`config.mk`:
```
export PLATFORM = sky130hd
export DESIGN_NAME = npu_top_flat
export DESIGN_NICKNAME = d
export VERILOG_FILES = /design/src/rtl/npu_pkg.sv /design/src/rtl/npu_if.sv /design/src/rtl/npu_pc_node.sv /design/src/rtl/npu_top.sv /design/src/flat_wrapper.sv
export SDC_FILE = /design/constraint.sdc
export NUM_CORES = 1
export LEC_CHECK = 0
export ABC_AREA = 1
export ABC_CLOCK_PERIOD_IN_PS = 16000
export CAP_MARGIN = 0
export CELL_PAD_IN_SITES_DETAIL_PLACEMENT = 1
export CELL_PAD_IN_SITES_GLOBAL_PLACEMENT = 1
export CORE_MARGIN = 2
export CORE_UTILIZATION = 40
export CTS_CLUSTER_SIZE = 16
export DETAILED_ROUTE_END_ITERATION = 12
export GPL_TIMING_DRIVEN = 0
export PLACE_DENSITY_LB_ADDON = 0.1
export REMOVE_ABC_BUFFERS = 1
export SETUP_SLACK_MARGIN = 0.4
export SLEW_MARGIN = 25
export SYNTH_ARGS = -nofsm -noshare
export SYNTH_HDL_FRONTEND = slang
export SYNTH_HIERARCHICAL = 1
export SYNTH_SLANG_ARGS = --single-unit
```
`constraint.sdc`:
```
create_clock -name clk -period 16 [get_ports clk]
set_clock_uncertainty 0.1 [all_clocks]
set_input_delay 3.2 -clock clk [delete_from_list [all_inputs] [get_ports clk]]
set_output_delay 3.2 -clock clk [all_outputs]
set_load 0.02 [all_outputs]
```
`src/rtl/npu_pkg.sv`:
```
// Shared types, protocol codes and helpers for the NPU header-forwarding engine.
package npu_pkg;

   localparam logic [7:0]  ETH_PROTO_DEF     = 8'd128;
   localparam logic [7:0]  IPV4_TYPE_DEF     = 8'd64;
   localparam logic [15:0] DEFAULT_MODULE_ID = 16'h0001;

   localparam logic [3:0] PC_IN    = 4'd0;
   localparam logic [3:0] PC_OUT   = 4'd1;
   localparam logic [3:0] PC_DROP  = 4'd2;
   localparam logic [3:0] PC_STALL = 4'd3;

   typedef struct packed {
      logic [3:0]  version;
      logic [3:0]  hLength;
      logic [7:0]  tos;
      logic [15:0] length;
      logic [15:0] identification;
      logic [15:0] flagsOffset;
      logic [7:0]  ttl;
      logic [7:0]  protocol;
      logic [15:0] chksum;
      logic [31:0] srcAddr;
      logic [31:0] dstAddr;
   } ipv4_hdr_t;

   typedef struct packed {
      logic [7:0]  l2Protocol;
      logic [47:0] eth_dstAddr;
      logic [47:0] eth_srcAddr;
      logic [7:0]  eth_l3Type;
      logic [15:0] eth_length;
      ipv4_hdr_t   ipv4;
   } hdr_t;

   typedef struct packed {
      logic        request;
      logic [15:0] moduleId;
      logic [7:0]  portId;
      logic [15:0] pcValue;
      logic [3:0]  pcType;
   } pc_msg_t;

   // 16-bit ones-complement add; the folded carry cannot overflow again.
   function automatic logic [15:0] ones_add(input logic [15:0] a, input logic [15:0] b);
      logic [16:0] sum;
      // NOTE: blocking assignments inside functions and always_comb; state uses <= only.
      sum = {1'b0, a} + {1'b0, b};
      return sum[15:0] + {15'd0, sum[16]};
   endfunction

endpackage

```
`src/rtl/npu_if.sv`:
```
// Header stream (in/out) and daisy-chained performance-counter bus of the NPU top.
interface npu_if;
   import npu_pkg::*;

   logic    in_valid;
   logic    in_ready;
   hdr_t    in_bits;
   logic    out_valid;
   logic    out_ready;
   hdr_t    out_bits;
   logic    pcIn_valid;
   pc_msg_t pcIn_bits;
   logic    pcOut_valid;
   pc_msg_t pcOut_bits;

   modport master (
      output in_valid, in_bits, out_ready, pcIn_valid, pcIn_bits,
      input  in_ready, out_valid, out_bits, pcOut_valid, pcOut_bits
   );

   modport slave (
      input  in_valid, in_bits, out_ready, pcIn_valid, pcIn_bits,
      output in_ready, out_valid, out_bits, pcOut_valid, pcOut_bits
   );

endinterface

```
`src/rtl/npu_pc_node.sv`:
```
// Counter bank plus PC-bus node: answers reads addressed to MODULE_ID, forwards everything else.
module npu_pc_node import npu_pkg::*; #(
   parameter logic [15:0] MODULE_ID = DEFAULT_MODULE_ID
) (
   input  logic    clk,
   input  logic    reset,
   input  logic    inc_in_i,
   input  logic    inc_out_i,
   input  logic    inc_drop_i,
   input  logic    inc_stall_i,
   input  logic    pc_valid_i,
   input  pc_msg_t pc_msg_i,
   output logic    pc_valid_o,
   output pc_msg_t pc_msg_o
);

   logic [3:0]       inc;
   logic [3:0][15:0] cnt_q, cnt_d;
   logic [15:0]      sel_value;
   logic             hit;
   logic             pc_valid_q, pc_valid_d;
   pc_msg_t          pc_msg_q, pc_msg_d;

   assign inc = {inc_stall_i, inc_drop_i, inc_out_i, inc_in_i};

   always_comb begin
      // NOTE: every output of a combinational block gets a default first, so no latch is inferred.
      sel_value = '0;
      for (int i = 0; i < 4; i++) cnt_d[i] = cnt_q[i] + 16'(inc[i]);
      if (pc_msg_i.pcType[3:2] == 2'b00) sel_value = cnt_q[pc_msg_i.pcType[1:0]];

      hit        = pc_valid_i && pc_msg_i.request && (pc_msg_i.moduleId == MODULE_ID);
      pc_valid_d = pc_valid_i;
      pc_msg_d   = pc_msg_i;
      if (hit) begin
         pc_valid_d       = 1'b1;
         pc_msg_d.request = 1'b0;
         pc_msg_d.pcValue = sel_value;
      end
   end

   // NOTE: sequential state updates use non-blocking assignments so all flops sample together.
   always_ff @(posedge clk or negedge reset) begin
      if (!reset) begin
         cnt_q      <= '0;
         pc_valid_q <= 1'b0;
         pc_msg_q   <= '0;
      end else begin
         cnt_q      <= cnt_d;
         pc_valid_q <= pc_valid_d;
         pc_msg_q   <= pc_msg_d;
      end
   end

   assign pc_valid_o = pc_valid_q;
   assign pc_msg_o   = pc_msg_q;

endmodule

```
`src/rtl/npu_top.sv`:
```
// Two-stage header forwarding pipeline: S1 classifies, S2 decrements TTL and patches the checksum.
module npu_top import npu_pkg::*; #(
   parameter logic [15:0] MODULE_ID = DEFAULT_MODULE_ID,
   parameter logic [7:0]  ETH_PROTO = ETH_PROTO_DEF,
   parameter logic [7:0]  IPV4_TYPE = IPV4_TYPE_DEF
) (
   input  logic clk,
   input  logic reset,
   npu_if.slave io
);

   logic  s1_v_q, s1_v_d, s1_ipv4_q, s1_ipv4_d, s1_drop_q, s1_drop_d;
   hdr_t  s1_hdr_q, s1_hdr_d;
   logic  s2_v_q, s2_v_d;
   hdr_t  s2_hdr_q, s2_hdr_d;
   hdr_t  mod_hdr;
   logic  s1_en, s2_en, in_is_ipv4;
   logic  [7:0]  ttl_dec;
   logic  [15:0] m_old, m_new;

   // Each stage may load when it is empty or its contents move on this edge.
   assign s2_en       = !s2_v_q || io.out_ready;
   assign s1_en       = !s1_v_q || s2_en;
   assign io.in_ready = s1_en;
   assign in_is_ipv4  = (io.in_bits.l2Protocol == ETH_PROTO) &&
                        (io.in_bits.eth_l3Type == IPV4_TYPE);

   always_comb begin
      s1_v_d    = s1_v_q;
      s1_hdr_d  = s1_hdr_q;
      s1_ipv4_d = s1_ipv4_q;
      s1_drop_d = s1_drop_q;
      if (s1_en) begin
         s1_v_d    = io.in_valid;
         s1_hdr_d  = io.in_bits;
         s1_ipv4_d = in_is_ipv4;
         s1_drop_d = in_is_ipv4 && (io.in_bits.ipv4.ttl <= 8'd1);
      end
   end

   always_comb begin
      ttl_dec = s1_hdr_q.ipv4.ttl - 8'd1;
      m_old   = {s1_hdr_q.ipv4.ttl, s1_hdr_q.ipv4.protocol};
      m_new   = {ttl_dec, s1_hdr_q.ipv4.protocol};
      mod_hdr = s1_hdr_q;
      // Incremental checksum update: HC' = ~(~HC + ~m + m').
      if (s1_ipv4_q) begin
         mod_hdr.ipv4.ttl    = ttl_dec;
         mod_hdr.ipv4.chksum = ~ones_add(ones_add(~s1_hdr_q.ipv4.chksum, ~m_old), m_new);
      end
      s2_v_d   = s2_v_q;
      s2_hdr_d = s2_hdr_q;
      if (s2_en) begin
         s2_v_d   = s1_v_q && !s1_drop_q;
         s2_hdr_d = mod_hdr;
      end
   end

   always_ff @(posedge clk or negedge reset) begin
      if (!reset) begin
         // NOTE: header registers are reset too because the output bits must read zero after reset.
         s1_v_q    <= 1'b0;
         s1_hdr_q  <= '0;
         s1_ipv4_q <= 1'b0;
         s1_drop_q <= 1'b0;
         s2_v_q    <= 1'b0;
         s2_hdr_q  <= '0;
      end else begin
         s1_v_q    <= s1_v_d;
         s1_hdr_q  <= s1_hdr_d;
         s1_ipv4_q <= s1_ipv4_d;
         s1_drop_q <= s1_drop_d;
         s2_v_q    <= s2_v_d;
         s2_hdr_q  <= s2_hdr_d;
      end
   end

   assign io.out_valid = s2_v_q;
   assign io.out_bits  = s2_hdr_q;

   npu_pc_node #(.MODULE_ID(MODULE_ID)) u_pc_node (
      .clk         (clk),
      .reset       (reset),
      .inc_in_i    (io.in_valid && s1_en),
      .inc_out_i   (s2_v_q && io.out_ready),
      .inc_drop_i  (s1_v_q && s1_drop_q && s2_en),
      .inc_stall_i (s2_v_q && !io.out_ready),
      .pc_valid_i  (io.pcIn_valid),
      .pc_msg_i    (io.pcIn_bits),
      .pc_valid_o  (io.pcOut_valid),
      .pc_msg_o    (io.pcOut_bits)
   );

endmodule

```
`src/flat_wrapper.sv`:
```
// flat-port wrapper written by rule: the top's interface ports become plain ports
module npu_top_flat import npu_pkg::*;
#(
   parameter logic [15:0] MODULE_ID = DEFAULT_MODULE_ID,
   parameter logic [7:0]  ETH_PROTO = ETH_PROTO_DEF,
   parameter logic [7:0]  IPV4_TYPE = IPV4_TYPE_DEF
)
  (clk, reset, io_in_valid, io_in_bits, io_out_ready, io_pcIn_valid, io_pcIn_bits, io_in_ready, io_out_valid, io_out_bits, io_pcOut_valid, io_pcOut_bits);
  npu_if io_i ();
  input  logic clk;
  input  logic reset;
  input wire logic [$bits(io_i.in_valid)-1:0] io_in_valid;
  input wire logic [$bits(io_i.in_bits)-1:0] io_in_bits;
  input wire logic [$bits(io_i.out_ready)-1:0] io_out_ready;
  input wire logic [$bits(io_i.pcIn_valid)-1:0] io_pcIn_valid;
  input wire logic [$bits(io_i.pcIn_bits)-1:0] io_pcIn_bits;
  output wire logic [$bits(io_i.in_ready)-1:0] io_in_ready;
  output wire logic [$bits(io_i.out_valid)-1:0] io_out_valid;
  output wire logic [$bits(io_i.out_bits)-1:0] io_out_bits;
  output wire logic [$bits(io_i.pcOut_valid)-1:0] io_pcOut_valid;
  output wire logic [$bits(io_i.pcOut_bits)-1:0] io_pcOut_bits;
  assign io_i.in_valid = io_in_valid;
  assign io_i.in_bits = io_in_bits;
  assign io_i.out_ready = io_out_ready;
  assign io_i.pcIn_valid = io_pcIn_valid;
  assign io_i.pcIn_bits = io_pcIn_bits;
  assign io_in_ready = io_i.in_ready;
  assign io_out_valid = io_i.out_valid;
  assign io_out_bits = io_i.out_bits;
  assign io_pcOut_valid = io_i.pcOut_valid;
  assign io_pcOut_bits = io_i.pcOut_bits;
  npu_top #(.MODULE_ID(MODULE_ID), .ETH_PROTO(ETH_PROTO), .IPV4_TYPE(IPV4_TYPE)) u_core (.clk(clk), .reset(reset), .io(io_i));
endmodule
```
==> results by group, run 1 <==
Placement
  • Gpl congestion: 0.845
  • Cell Count Post-Placement: 5106
  • Port bufs: 673
  • Hpwl dp: 76000 um

Setup path
  • CP required: 12.70 ns
  • Worst-path fanout max: 99
  • Crit Reg-Reg Endpoint: u_core/io.out_bits[76]$_DFFE_PN0N_
  • Internal reg-to-reg setup slack: 9.10 ns
  • Slowest cell on crit path: clkdlybuf4s50_1
  • Worst path max stage delay: 0.64 ns
  • CP most frequent cell: buf_16
  • Delay-heaviest family, CP: buffers and inverters
  • Reg2reg start: u_core/m_new[0]$_DFFE_PN0N_
  • Crit-path cells: clkdlybuf4s50_1 -> nor2_4 -> buf_16 -> buf_16 -> buf_12 -> inv_8 -> buf_16 -> nor2_4 -> buf_12 -> inv_8 -> buf_16 -> clkdlybuf4s50_1
  • Worst Setup Start Kind: input pin
  • Critical path launch point: io_out_ready
  • Crit path DAT: 6.91 ns
  • Type of the worst setup path: in2out
  • Critical path buffers and inverters: 10
  • Endpoint class of the critical path: output pin
  • R2R cell count: 44

CTS
  • Post-CTS Setup Bufs: 0
  • Clock transition at path regs: 0.06 ns
  • Clk Latency, worst-skew pair: 0.62 ns
  • CTS buffer count: 79
  • Cts repair resizes: 0
  • Longest Clk Path Bufs: 3
  • H-tree depth: 3
  • Hold bufs inserted after CTS: 0
  • Root buffer cell: clkbuf_16
  • CTS Sinks: 690
  • CTS tree: done

Cells and area
  • Storage element area: 17300 um^2
  • Final non-filler cell total: 5273
  • NumNets Final: 4613
  • Most frequent cells in the layout: nand2_1, dfrtp_1, clkdlybuf4s50_1, inv_1, nor2_1
  • Commonest non-fill, non-tap cell in the layout: nand2_1
  • Layout cell share with drive strength beyond 1: 5.13%
  • Fillers: 8564
  • Multi-input logic area: 11000 um^2
  • Layout-stage area growth over the synthesis result: 37.5%

Detailed routing
  • DRT iter0 DRCs: 1332
  • Pre-antenna DRT Iters: 5
  • Via count: 25.9k
  • DRC: 0
  • Routed len/inst: 20.2 um
  • Final ANT Viol Nets: 0
  • DR vias/cell: 4.92
  • WL final: 106000 um

Pwr
  • PD cells: 138 nW/um^2
  • Final Total Pwr: 5.63 mW
  • VDD IR max: 0.0923 mV
  • Pleak: 20.4 nW

Run status
  • Status: completed

Floorplanning
  • Die height: 276 um
  • IO Pins: 674
  • Chip width: 276 um
  • Core outline area: 73100 um^2
  • Cell row count: 99
  • Die ar.: 76200 um^2
  • Initial core utilization: 40.5%

Job
  • Number of max-cap violations: 0

Timing
  • WHS: 0.364 ns
  • Final Slew Violations: 0
  • Max_slew headroom: 43.9%
  • Final min period: 10.21 ns
  • Final setup viols: 0
  • RSZ-0062 raised after global routing: false
  • Hold Violations, Final: 0
  • Fmax achieved: 0.0980 GHz
  • Fin crit share: 63.8%
  • Worst Max-Slew Pin Slew: 0.839 ns

Hold path
  • Min-Delay Endpoint: u_core/io.out_bits[244]$_DFFE_PN0N_
  • Hold Path Depth: 2
  • Hold path startpoint: u_core/mod_hdr[244]$_DFFE_PN0N_
  • Min-Delay Path Class: reg2reg

Synth
  • Main synth FF type: dfrtp_1
  • Synthesized flop and latch total: 690
  • Mapped cell area: 29600 um^2
  • Seq/Total Area, Yosys: 58.3%
  • Share of flip-flops with an asynchronous set or reset: 100%
  • Mapped Cells: 3578
  • Distinct cells, synth: 42
  • Post-synth EDFFs: 0
  • Syn Area/Cell: 8.28 um^2
  • Synth warn: 6

Global routing
  • Total track usage: 27.7%
  • Vias in the first global route: 28.1k
  • Largest net degree at the start of global routing: 117
  • Initial antenna violation count: 38
  • Grt total ovfl: 0
  • First-pass GRT wire length: 164000 um
through the flow:
| stage | utilization [%] | cell area, um^2 | worst slack [ns] | setup TNS, ns |
|---|---|---|---|---|
| 6_report | 55.7 | 40700 | 5.79 | 0 |
| 5_1_grt | 55.7 | 40700 | 5.60 | 0 |
| 4_1_cts | 55.6 | 40700 | 5.78 | 0 |
| 3_5_place_dp | 52.0 | 38000 | 5.82 | 0 |
| 3_3_place_gp | 50.5 | 36900 | -59.96 | - |
| 2_1_floorplan | - | 29000 | -17.65 | -4526.47 |
where the power goes:
group / switching [mW] / internal (mW) / total (mW)
registers: 0.157 / 1.99 / 2.15
logic: 0.987 / 0.629 / 1.62
clock network: 0.761 / 1.11 / 1.87
routing by layer:
layer | share of wire, % | vias up | GRT usage (%)
met2 | 49 | 583 | 47.4
met1 | 40 | 12835 | 32.1
li1 | - | 12252 | -
met3 | 6.6 | 211 | 8.50
met4 | 4.3 | 36 | 12.3
met5 | 0.21 | - | 0
worst reg2reg max path: cells and delay by family (launching register included):
| family | cells | cell delay [ns] |
|---|---|---|
| compound gates | 4 | 0.89 |
| fa+ha+maj | 5 | 1.39 |
| buf+inv | 4 | 0.31 |
| flops | 1 | 0.39 |
| simple gates | 31 | 3.74 |
registers in the layout (all words and copies together) (netlist names):
signal	count
u_core/u_pc_node/pc_msg_o	45
u_core/io.out_bits	288
u_core/s1_hdr_q	16
u_core/s1_ipv4_q	1
u_core/u_pc_node/pc_valid_o	1
u_core/io.out_valid	1
u_core/u_pc_node/cnt_q	64
u_core/m_new	8
u_core/s1_v_q	1
u_core/mod_hdr	256
u_core/m_old	8
u_core/s1_drop_q	1
cells by family (layout without fill, tap and decap cells):
group	after synthesis	in the layout	synth area share [%]
fa+ha+maj	47	47	2.04
compound gates	148	148	2.61
flops	690	690	58.3
buf+inv	329	1042	4.47
xor+xnor	66	66	2.05
other cells	0	23	0
simple gates	2298	2298	30.5
synth_stat cells, types with 4 or more instances:
cell type / n / area [um^2]
nor3_1: 13 / 65.1
a31oi_1: 7 / 43.8
o21ai_0: 78 / 390
xor2_1: 36 / 315
nand3_1: 103 / 515
clkbuf_1: 85 / 319
nand3b_1: 5 / 37.5
xor2_2: 4 / 65.1
nand4_1: 27 / 169
xnor2_1: 26 / 228
nor2_2: 11 / 68.8
inv_1: 175 / 657
o21ai_1: 4 / 20.0
ha_1: 45 / 563
nor2_1: 110 / 413
inv_2: 9 / 33.8
dfrtp_1: 690 / 17300
buf_2: 50 / 250
nand2_1: 1995 / 7490
nand2_2: 14 / 87.6
nor2_4: 7 / 78.8
buf_1: 4 / 15.0
a21oi_1: 48 / 240
cell type report:
cell class | instances | area share, %
sequential | 690 | 42.4
multi-input combinational | 2559 | 27.1
timing repair buffer | 713 | 19.1
clock buffer | 120 | 5.81
tap | 959 | 2.95
inverter | 185 | 1.74
clock inverter | 24 | 0.762
antenna | 23 | 0.141
how the worst max path moves through the flow:
stage / end / slack, ns / cells after the start
2_1_floorplan: io_in_ready / -17.65 / 4
3_3_place_gp: io_in_ready / -59.96 / 6
3_5_place_dp: io_in_ready / 5.82 / 12
4_1_cts: io_in_ready / 5.78 / 12
5_1_grt: io_in_ready / 5.60 / 12
6_report: io_in_ready / 5.79 / 12
(Power assumes the default switching activity.)
==> run 2: changes to the inputs <==
--- a/config.mk
+++ b/config.mk
@@ -6,12 +6,12 @@
 export NUM_CORES = 1
 export LEC_CHECK = 0
 export ABC_AREA = 1
-export ABC_CLOCK_PERIOD_IN_PS = 16000
+export ABC_CLOCK_PERIOD_IN_PS = 10300
 export CAP_MARGIN = 0
 export CELL_PAD_IN_SITES_DETAIL_PLACEMENT = 1
 export CELL_PAD_IN_SITES_GLOBAL_PLACEMENT = 1
 export CORE_MARGIN = 2
-export CORE_UTILIZATION = 40
+export CORE_UTILIZATION = 37
 export CTS_CLUSTER_SIZE = 16
 export DETAILED_ROUTE_END_ITERATION = 12
 export GPL_TIMING_DRIVEN = 0
==> constraint.sdc (replaced) <==
create_clock -name clk -period 10.3 [get_ports clk]
set_clock_uncertainty 0.1 [all_clocks]
set_input_delay 2.06 -clock clk [delete_from_list [all_inputs] [get_ports clk]]
set_output_delay 2.06 -clock clk [all_outputs]
set_load 0.02 [all_outputs]
==> run 2 against run 1 <==
Net effect: total power is 58% higher; non-clock buffer count is 1 lower; via count is 1.6% lower; combinational power is 54% higher.
==> results by group, run 2 (synthesis results as in run 1) <==
Floorplanning
  • Chip width: 287 um (was 276 um)
  • Die height: 287 um (was 276 um)
  • Core outline area: 79100 um^2 (was 73100 um^2)
  • Cell row count: 103 (was 99)
  • Initial core utilization: 37.4% (was 40.5%)
  • Die ar.: 82300 um^2 (was 76200 um^2)
  • IO Pins: 674 (unchanged)

Run status
  • Status: completed (unchanged)

Placement
  • Hpwl dp: 75000 um (was 76000 um)
  • Placed inst area: 38100 um^2 (was 38000 um^2)
  • Gpl congestion: 0.823 (was 0.845)
  • Port bufs: 673 (unchanged)
  • Post-place setup slack: 2.47 ns (was 5.82 ns)

Hold path
  • Hold path startpoint: u_core/mod_hdr[166]$_DFFE_PN0N_ (was u_core/mod_hdr[244]$_DFFE_PN0N_)
  • Min-Delay Path Class: reg2reg (unchanged)
  • Hold Path Depth: 2 (unchanged)
  • Min-Delay Endpoint: u_core/io.out_bits[166]$_DFFE_PN0N_ (was u_core/io.out_bits[244]$_DFFE_PN0N_)

Global routing
  • Largest net degree at the start of global routing: 99 (was 117)
  • GRT busiest layer: met2 (unchanged)
  • First-pass GRT wire length: 159000 um (was 164000 um)
  • Grt total ovfl: 0 (unchanged)
  • Vias in the first global route: 27.0k (was 28.1k)
  • Initial antenna violation count: 36 (was 38)
  • M2 GR Usage: 43.4% (was 47.4%)
  • Total track usage: 25.0% (was 27.7%)
  • M1 GR Usage: 28.7% (was 32.1%)
  • Grt met3 use: 7.97% (was 8.50%)

Setup path
  • Worst path max stage delay: 0.73 ns (was 0.64 ns)
  • CP required: 8.14 ns (was 12.70 ns)
  • Worst-path fanout max: 98 (was 99)
  • Worst Setup Start Kind: input pin (unchanged)
  • Reg2reg start: u_core/m_new[0]$_DFFE_PN0N_ (unchanged)
  • Slowest cell on crit path: nor2_4 (was clkdlybuf4s50_1)
  • Crit Reg-Reg Endpoint: u_core/io.out_bits[78]$_DFFE_PN0N_ (was u_core/io.out_bits[76]$_DFFE_PN0N_)
  • Endpoint class of the critical path: output pin (unchanged)
  • R2R cell count: 44 (unchanged)
  • Crit-path cells: clkdlybuf4s50_1 -> nor2_4 -> inv_8 -> nor2_4 -> buf_16 -> inv_8 -> buf_16 -> clkdlybuf4s50_1 (was clkdlybuf4s50_1 -> nor2_4 -> buf_16 -> buf_16 -> buf_12 -> inv_8 -> buf_16 -> nor2_4 -> buf_12 -> inv_8 -> buf_16 -> clkdlybuf4s50_1)
  • Internal reg-to-reg setup slack: 3.53 ns (was 9.10 ns)
  • Crit path DAT: 5.61 ns (was 6.91 ns)
  • Type of the worst setup path: in2out (unchanged)

Timing
  • Hold Violations, Final: 0 (unchanged)
  • Final setup viols: 0 (unchanged)
  • Final Slew Violations: 0 (unchanged)
  • PnR worst setup slack: 2.53 ns (was 5.79 ns)
  • Fmax achieved: 0.129 GHz
  • WHS: 0.363 ns (was 0.364 ns)
  • RSZ-0062 raised after global routing: false (unchanged)
  • Worst Max-Slew Pin Slew: 0.908 ns (was 0.839 ns)
  • Max_slew headroom: 39.3% (was 43.9%)
  • Final min period: 7.77 ns
  • Fin crit share: 75.5%

Cells and area
  • Commonest non-fill, non-tap cell in the layout: nand2_1 (unchanged)
  • Final core occ: 51.8% (was 55.7%)
  • Layout cell share with drive strength beyond 1: 5.40% (was 5.13%)
  • Final Cell Area: 41000 um^2 (was 40700 um^2)
  • Most frequent cells in the layout: nand2_1, dfrtp_1, clkdlybuf4s50_1, inv_1, nor2_1 (unchanged)
  • Layout-stage area growth over the synthesis result: 38.5% (was 37.5%)
  • Max reg flops: 288 (unchanged)
  • NumNets Final: 4614 (was 4613)

Pwr
  • VDD IR max: 0.115 mV (was 0.0923 mV)
  • Pleak: 20.5 nW (was 20.4 nW)
  • PD cells: 216 nW/um^2 (was 138 nW/um^2)
  • Final Total Pwr: 8.88 mW (was 5.63 mW)

Detailed routing
  • Via count: 25.5k (was 25.9k)
  • WL final: 104000 um (was 106000 um)
  • Routed len/inst: 19.4 um (was 20.2 um)
  • Final ANT Viol Nets: 0 (unchanged)
  • DR vias/cell: 4.75 (was 4.92)
  • DRT iter0 DRCs: 1272 (was 1332)
  • DRC: 0 (unchanged)
  • Pre-antenna DRT Iters: 5 (unchanged)

CTS
  • Cts repair resizes: 0 (unchanged)
  • Post-CTS Setup Bufs: 0 (unchanged)
  • H-tree depth: 3 (unchanged)
  • Clk Latency, worst-skew pair: 0.62 ns (about the same)
  • CTS Sinks: 690 (unchanged)
  • Longest Clk Path Bufs: 3 (unchanged)
  • CTS buffer count: 81 (was 79)
  • Hold bufs inserted after CTS: 0 (unchanged)
  • Root buffer cell: clkbuf_16 (unchanged)
  • Clock transition at path regs: 0.06 ns (about the same)
  • CTS tree: done (unchanged)

Job
  • Number of max-cap violations: 0 (unchanged)
==> run 2: cell count changes in the layout (fill, tap and decap cells not counted), moves of 4 or more <==
cell and delta:
buf_12 -4, clkbuf_1 -6, clkbuf_8 +6, clkinv_2 +5, diode_2 -6
==> run 2: through the flow <==
stage          TNS (ns)  cells
3_5_place_dp          0   5196
4_1_cts               0   5347
3_3_place_gp          -   5157
2_1_floorplan  -6731.63   3434
6_report              0   5364
5_1_grt               0   5361
==> run 2: worst max-delay path by stage <==
stage | start | endpoint | slack [ns]
after global routing | io_out_ready | io_in_ready | 2.36
after floorplan | io_out_ready | io_in_ready | -21.07
after global placement | io_out_ready | io_in_ready | -64.14
after detailed placement | io_out_ready | io_in_ready | 2.47
after CTS | io_out_ready | io_in_ready | 2.46
final | io_out_ready | io_in_ready | 2.53
==> run 2: layout make-up <==
cell class	count	area, um^2
multi-input combinational	2559	11000
antenna	17	42.5
clock inverter	28	379
inverter	185	709
timing repair buffer	712	7760
fill	9331	38100
clock buffer	123	2500
sequential	690	17300
tap	1050	1310
==> run 2: per-layer routing <==
metal	up-vias	part of all wire [%]
met4	38	3.7
met1	12488	39
met5	-	0.26
met3	197	6.8
met2	505	50
li1	12267	-
==> run 2: power breakdown <==
part | total (mW) | switching (mW) | internal, mW
clock | 3.06 | 1.20 | 1.86
sequential | 3.33 | 0.236 | 3.10
combinational | 2.49 | 1.51 | 0.977
==> run 2: critical path, delay by kind of cell <==
family / cells / cell delay (ns)
buffers and inverters: 6 / 2.09
and+or+nand+nor: 2 / 1.32
